### config.mk
export PLATFORM = sky130hd
export DESIGN_NAME = pipeline_stage_elastic
export DESIGN_NICKNAME = d
export VERILOG_FILES = /design/src/rtl/pipe_pkg.sv /design/src/rtl/pipe_skid_slot.sv /design/src/rtl/pipeline_stage_elastic.sv
export SDC_FILE = /design/constraint.sdc
export NUM_CORES = 1
export LEC_CHECK = 0
export CAP_MARGIN = 20
export CORE_AREA = 2 2 167 169
export DETAILED_ROUTE_END_ITERATION = 10
export DIE_AREA = 0 0 169 171
export PLACE_DENSITY_LB_ADDON = 0.15
export SLEW_MARGIN = 20
export SYNTH_ARGS = -nofsm -noshare
export SYNTH_HDL_FRONTEND = slang
export SYNTH_SLANG_ARGS = --single-unit
### constraint.sdc
create_clock -name clk -period 3.6 [get_ports clk]
set_input_delay 0.54 -clock clk [delete_from_list [all_inputs] [get_ports clk]]
set_output_delay 0.54 -clock clk [all_outputs]
set_load 0.1 [all_outputs]
### src/rtl/pipe_pkg.sv
// rtl/pipe_pkg.sv - shared defaults and bubble helpers for the elastic pipeline stage
package pipe_pkg;

    localparam logic [31:0] PIPE_NOP_INSTR = 32'h0000_0033;
    localparam logic [31:0] PIPE_RESET_PC  = 32'h1000_0000;
    localparam int          PIPE_CTRL_W    = 8;
    localparam int          PIPE_DATA_W    = 128;
    localparam int          PIPE_PERF_W    = 16;

    // Width-independent part of a stage entry; ctrl/data bubbles are all zero
    typedef struct packed {
        logic [31:0] instr;
        logic [31:0] pc;
    } stage_hdr_t;

    function automatic stage_hdr_t bubble_hdr(input logic [31:0] nop_instr, input logic [31:0] reset_pc);
        stage_hdr_t h;
        h.instr = nop_instr;
        h.pc    = reset_pc;
        return h;
    endfunction

endpackage

### src/rtl/pipe_skid_slot.sv
// rtl/pipe_skid_slot.sv - one stage entry plus valid flop with clear > load > unload priority
module pipe_skid_slot #(
    parameter int           W      = 8,
    parameter logic [W-1:0] BUBBLE = '0
) (
    input  logic         clk,
    input  logic         n_rst,
    input  logic         clear,
    input  logic         load,
    input  logic         unload,
    input  logic [W-1:0] d,
    output logic [W-1:0] q,
    output logic         valid
);

    // An empty slot always stores the bubble so downstream never sees stale fields
    always_ff @(posedge clk or negedge n_rst) begin
        if (!n_rst) begin
            valid <= 1'b0;
            q     <= BUBBLE;
        end else if (clear) begin
            valid <= 1'b0;
            q     <= BUBBLE;
        end else if (load) begin
            valid <= 1'b1;
            q     <= d;
        end else if (unload) begin
            valid <= 1'b0;
            q     <= BUBBLE;
        end
    end

endmodule

### src/rtl/pipeline_stage_elastic.sv
// rtl/pipeline_stage_elastic.sv - ready/valid stage register with flush, stall counter and optional
// skid slot enabled by PIPE_SKID_EN
module pipeline_stage_elastic
    import pipe_pkg::*;
#(
    parameter int          CTRL_W    = PIPE_CTRL_W,
    parameter int          DATA_W    = PIPE_DATA_W,
    parameter logic [31:0] RESET_PC  = PIPE_RESET_PC,
    parameter logic [31:0] NOP_INSTR = PIPE_NOP_INSTR,
    parameter int          PERF_W    = PIPE_PERF_W
) (
    input  logic              clk,
    input  logic              n_rst,
    input  logic              flush,
    input  logic              in_valid,
    output logic              in_ready,
    input  logic [31:0]       in_instr,
    input  logic [31:0]       in_pc,
    input  logic [CTRL_W-1:0] in_ctrl,
    input  logic [DATA_W-1:0] in_data,
    output logic              out_valid,
    input  logic              out_ready,
    output logic [31:0]       out_instr,
    output logic [31:0]       out_pc,
    output logic [CTRL_W-1:0] out_ctrl,
    output logic [DATA_W-1:0] out_data,
    output logic [PERF_W-1:0] stall_cnt
);

    typedef struct packed {
        logic [31:0]       instr;
        logic [31:0]       pc;
        logic [CTRL_W-1:0] ctrl;
        logic [DATA_W-1:0] data;
    } stage_entry_t;

    localparam int           ENTRY_W = $bits(stage_entry_t);
    localparam stage_entry_t BUBBLE  = {bubble_hdr(NOP_INSTR, RESET_PC), {CTRL_W{1'b0}}, {DATA_W{1'b0}}};
    localparam logic [PERF_W-1:0] CNT_MAX = '1;

    stage_entry_t in_entry;
    stage_entry_t main_d;
    stage_entry_t main_q;
    logic         main_valid;
    logic         main_load;
    logic         main_unload;
    logic         xfer_in;
    logic         xfer_out;

    assign in_entry = '{instr: in_instr, pc: in_pc, ctrl: in_ctrl, data: in_data};
    assign xfer_in  = in_valid & in_ready;
    assign xfer_out = main_valid & out_ready;

`ifdef PIPE_SKID_EN
    stage_entry_t skid_q;
    logic         skid_valid;
    logic         skid_load;
    logic         skid_unload;
    logic         main_free;

    // in_ready comes straight from the skid valid flop, breaking the out_ready->in_ready path
    assign main_free   = !main_valid | out_ready;
    assign in_ready    = !skid_valid;
    assign main_load   = main_free & (skid_valid | xfer_in);
    assign main_d      = skid_valid ? skid_q : in_entry;
    assign main_unload = xfer_out;
    assign skid_load   = xfer_in & !main_free;
    assign skid_unload = skid_valid & main_free;

    pipe_skid_slot #(
        .W      (ENTRY_W),
        .BUBBLE (BUBBLE)
    ) u_skid (
        .clk    (clk),
        .n_rst  (n_rst),
        .clear  (flush),
        .load   (skid_load),
        .unload (skid_unload),
        .d      (in_entry),
        .q      (skid_q),
        .valid  (skid_valid)
    );
`else
    assign in_ready    = !main_valid | out_ready;
    assign main_load   = xfer_in;
    assign main_d      = in_entry;
    assign main_unload = xfer_out;
`endif

    pipe_skid_slot #(
        .W      (ENTRY_W),
        .BUBBLE (BUBBLE)
    ) u_main (
        .clk    (clk),
        .n_rst  (n_rst),
        .clear  (flush),
        .load   (main_load),
        .unload (main_unload),
        .d      (main_d),
        .q      (main_q),
        .valid  (main_valid)
    );

    assign out_valid = main_valid;
    assign out_instr = main_q.instr;
    assign out_pc    = main_q.pc;
    assign out_ctrl  = main_q.ctrl;
    assign out_data  = main_q.data;

    // Saturating counter; survives flush, cleared only by reset
    always_ff @(posedge clk or negedge n_rst) begin
        if (!n_rst) begin
            stall_cnt <= '0;
        end else if (main_valid && !out_ready && stall_cnt != CNT_MAX) begin
            stall_cnt <= stall_cnt + PERF_W'(1);
        end
    end

endmodule

-- Yosys cells after proc, flatten, opt, wreduce, memory -nomap -nowiden
Index checks and enable logic that the tools add are counted.
- $add $sub $neg: 1
- eq/ne operators: 1
- muxes and demuxes: 6
- bitwise gates (word level): 3
- reduce and logical (&&, ||, !) cells: 5
- operators with widths (kind ; number):
    $mux W200 ; 3
    $add A16 B1 Y16 const B ; 1
    $ne A16 B16 Y1 const B ; 1
    $mux W1 ; 3
    $reduce_bool A3 Y1 ; 1
    $and A1 B1 Y1 ; 2
    $logic_and A1 B1 Y1 ; 2
    $logic_not A1 Y1 ; 2
    $or A1 B1 Y1 ; 1
- flip-flop bits (word level): 217
- output and inout port bits: 218
- word-level logic and storage cells: 19

-- Logic depth before layout (Yosys ltp)
- word-level depth: 5
- mapped depth: 6
- depth with buffers taken out: 5

-- Hierarchy
A second synthesis with hierarchy kept.
- cells, all modules: 551
- area total of the unflattened synthesis: 8309.2 um2
- by module, submodules not included (module ; times used ; cells an instance ; area an instance (um2) ; sequential area each (um2)):
    pipe_skid_slot ; 1 ; 474 ; 7429.6 ; 5036.1
    pipeline_stage_elastic ; 1 ; 77 ; 879.6 ; 400.4

-- Worst setup path before layout
No wires, ideal clock.
- path kind: register to register
- start point: register stall_cnt[0]
- end point: register stall_cnt[1]
- setup time: 0.126 ns
- arrival: 2.243 ns
- data required time: 3.474 ns
- path slack: 1.231 ns
- stages on the path, launching flop included: 6
- path buffers: 0
- path through: dfrtp_1 > ha_1 > nand3_1 > and4bb_4 > nor2_2 > mux2_4
- longest elaborated chain between the ends: 2
- elaborated cells between the ends (all ways): 3
- classes of those cells: 1 x add/sub; 1 x eq/ne; 1 x reduce/logical
- ends and longest elaborated chain (what ; line ; source):
    from (decl) ; pipeline_stage_elastic.sv:27 ; output logic [PERF_W-1:0] stall_cnt
    from (signal assigned) ; pipeline_stage_elastic.sv:115 ; stall_cnt <= stall_cnt + PERF_W'(1);
    branches (longest 2 deep; another with $add A16 B1 Y16) ; - ;
Parallel ways; which one is timed is not known.
A chain may end at the register's enable or synchronous reset.

-- Worst setup path in the final report
- start point: register u_main.q[172]
- end point: output port out_instr[4]
- RTL lines (what ; line ; source):
    from (decl) ; pipe_skid_slot.sv:12 ; output logic [W-1:0] q,
    from (signal assigned) ; pipe_skid_slot.sv:20 ; q <= BUBBLE;
    from (signal assigned) ; pipe_skid_slot.sv:23 ; q <= BUBBLE;
    from (signal assigned) ; pipe_skid_slot.sv:26 ; q <= d;
    to (decl) ; pipeline_stage_elastic.sv:23 ; output logic [31:0] out_instr,
No word-level cell between the ends.

==> results.cfg <==
[pwr]
switching_share_pct = 35.1
leakage_nw = 5.85
internal_power_w = 0.00483
p_comb_share_pct = 28.1
power.switching_w = 0.00261
pwr_density_cell_mw_per_mm2 = 560
peakVddDrop_mv = 0.359
clkPwrFrac_pct = 35.5
p_total_w = 0.00744
seqPwrFrac_pct = 36.4

[synth]
synthArstFlopShare_pct = 100
muxShareOfSynthArea_pct = 0.335
synth_cells = 521
synth_top_family_by_area = compound AO/OA/AOI/OAI gates
synth_flop_cell = dfrtp_1
syn_area_mm2 = 0.00784
ys.warnings.count = 0
synth_compound_area_share_pct = 22.8
synth_adder_area_share_pct = 0.160
synth_edf_count = 0
syn_nets = 727
yosysSeqAreaShare_pct = 69.3
yosysUniqueCellTypes = 36
synth-simple-area-share_pct = 3.21
syn_area_per_cell_um2 = 15.0
yosys.area_share.xor_xnor_pct = 1.45
ys_seq_elements = 217

[critical_path]
reg2reg_slack_ps = 1800
reg2reg_from = stall_cnt[0]
r2r-end = stall_cnt[1]
critical_path.slowest_cell = clkdlybuf4s50_1
endpoint = out_instr[4]
reg2regPathDepth = 5
setup.worst_path.end_class = primary output
worstPathCellList = clkdlybuf4s50_1
cp_slowest_stage_delay_ps = 1130
worst-path-buf-inv = 1
path_depth = 1
criticalPathCategory = register to primary output
cpLargestDelayFamily = buffers and inverters
critPathArrivalTime_ps = 2190
critPathLaunch = u_main.q[172]
start_kind = register
worstPathMaxFanout = 2
cp.required_ps = 3060

[clocking]
cts_resized = 0
cts_sinks = 217
hold_buffers = 0
cts.reportedPaths.clkPinSlew_ps = 60
htree_levels = 1
root_buffer = clkbuf_16
cts_tree = done
cts_setup_buffers = 0
cts_made_buffers = 26
clk_latency_ps = 520
cts_buffer_depth = 3

[layout]
layout_common_cells = clkdlybuf4s50_1, dfrtp_1, a22o_1
register_area_mm2 = 0.00544
stdcell_area_mm2 = 0.0133
final_common_cell = clkdlybuf4s50_1
fillers = 2420
final_core_util_pct = 48.7
drive_gt1_share_pct = 6.60
area_growth_pct = 69.6
nets = 1142
multi_input_area_mm2 = 0.00219

[sta]
post-route-worst-setup-slack_ps = 866
rsz0062_at_grt = false
slew_viol_final = 0
fin_setup_tns_ps = 0
skew_ps = 8.06
finalHoldViolCount = 0
fin_crit_ps = 2730
worst_pin_slew_ps = 1060
finalSetupViolCount = 0
finalCritPeriodShare_pct = 76.0
timing.fmax_mhz = 366
max-slew-margin-rel_pct = 29.1

[floorplanning]
die-height_um = 171
num_io_pins = 423
start_util_pct = 28.7
row_count = 61
core_mm2 = 0.0273
fp.dieW_um = 169
die-area_mm2 = 0.0289

[global_route]
grt_usage_pct = 17.0
grt_pass1_wl_mm = 38.5
antenna_found_initial = 1
overflow = 0
grt_pass1_vias = 6388
grt_max_degree = 101

[status]
status = finished clean

[route]
drt-initial-drc-count = 331
totalWireLength_mm = 26.0
drc = 0
vias_per_cell = 4.75
wl_per_cell_um = 19.9
drtPass1Iterations = 6
vias = 6190
ant_nets = 0

[placement]
numPortBuffers = 422
dpl_cell_area_mm2 = 0.0124
hpwl_mm = 17.6
place.gp.congestion = 0.737
place_ws_ps = 1320

[flow_run]
max_cap_violations = 0

[min_path]
min_path_type = input port to async pin
==> how the worst min path moves through the flow <==
stage / start / to
6_report: n_rst / u_main.q[161]
5_1_grt: n_rst / u_main.q[163]
4_1_cts: n_rst / u_main.q[46]
3_5_place_dp: stall_cnt[7] / stall_cnt[7]
3_3_place_gp: stall_cnt[7] / stall_cnt[7]
2_1_floorplan: n_rst / stall_cnt[0]
==> per-layer routing <==
metal,track usage (%),vias up,routed length (um)
met2,26.5,312,12000
met4,5.05,0,532
met1,21.7,3014,10600
met3,6.96,32,2860
met5,0,-,0
li1,-,2832,-
==> synth_stat cells, types with 2 or more instances <==
master	instances	area (um^2)
nand2_1	5	18.8
nor3_1	4	20.0
nand3b_1	2	15.0
xor2_1	7	61.3
dfstp_2	5	131
buf_2	34	170
a22o_1	195	1710
nand3_1	4	20.0
nor2_2	2	12.5
dfrtp_1	212	5310
nand4_1	4	25.0
and4_1	2	17.5
xnor2_1	6	52.6
clkbuf_1	8	30.0
o22a_1	5	43.8
nor2_1	6	22.5
==> cell type report <==
class | count | area share [%]
Antenna cell | 1 | 0.0188
Tap cell | 346 | 3.26
Clock buffer | 43 | 5.99
Sequential cell | 217 | 40.9
Inverter | 2 | 0.0565
Multi-Input combinational cell | 259 | 16.5
Timing Repair Buffer | 430 | 32.8
Clock inverter | 4 | 0.527
==> registers in the layout, indices dropped and copies added (netlist names) <==
name          cells
stall_cnt        16
u_main.valid      1
u_main.q        200
==> logic make-up after synthesis <==
group / Yosys count
flops: 217
compound gates: 205
buf+inv: 45
simple gates: 38
xor+xnor: 13
mux: 2
fa+ha+maj: 1
==> power groups by stage <==
stage	logic [W]	clock network, W	registers (W)
2_1_floorplan	0.000250	0	0.00389
3_3_place_gp	0.00210	0	0.00275
3_5_place_dp	0.00210	0	0.00275
4_1_cts	0.00211	0.00274	0.00271
5_1_grt	0.00216	0.00286	0.00273
6_report	0.00209	0.00264	0.00271
==> per-stage QoR <==
step | instances | hold WS (ps)
global placement | 1254 | 485
floorplan | 521 | 244
global route | 1302 | 74.0
detailed placement | 1254 | 482
finish | 1302 | 2.05
CTS | 1301 | 54.3
Power figures use the tool's default switching activity.
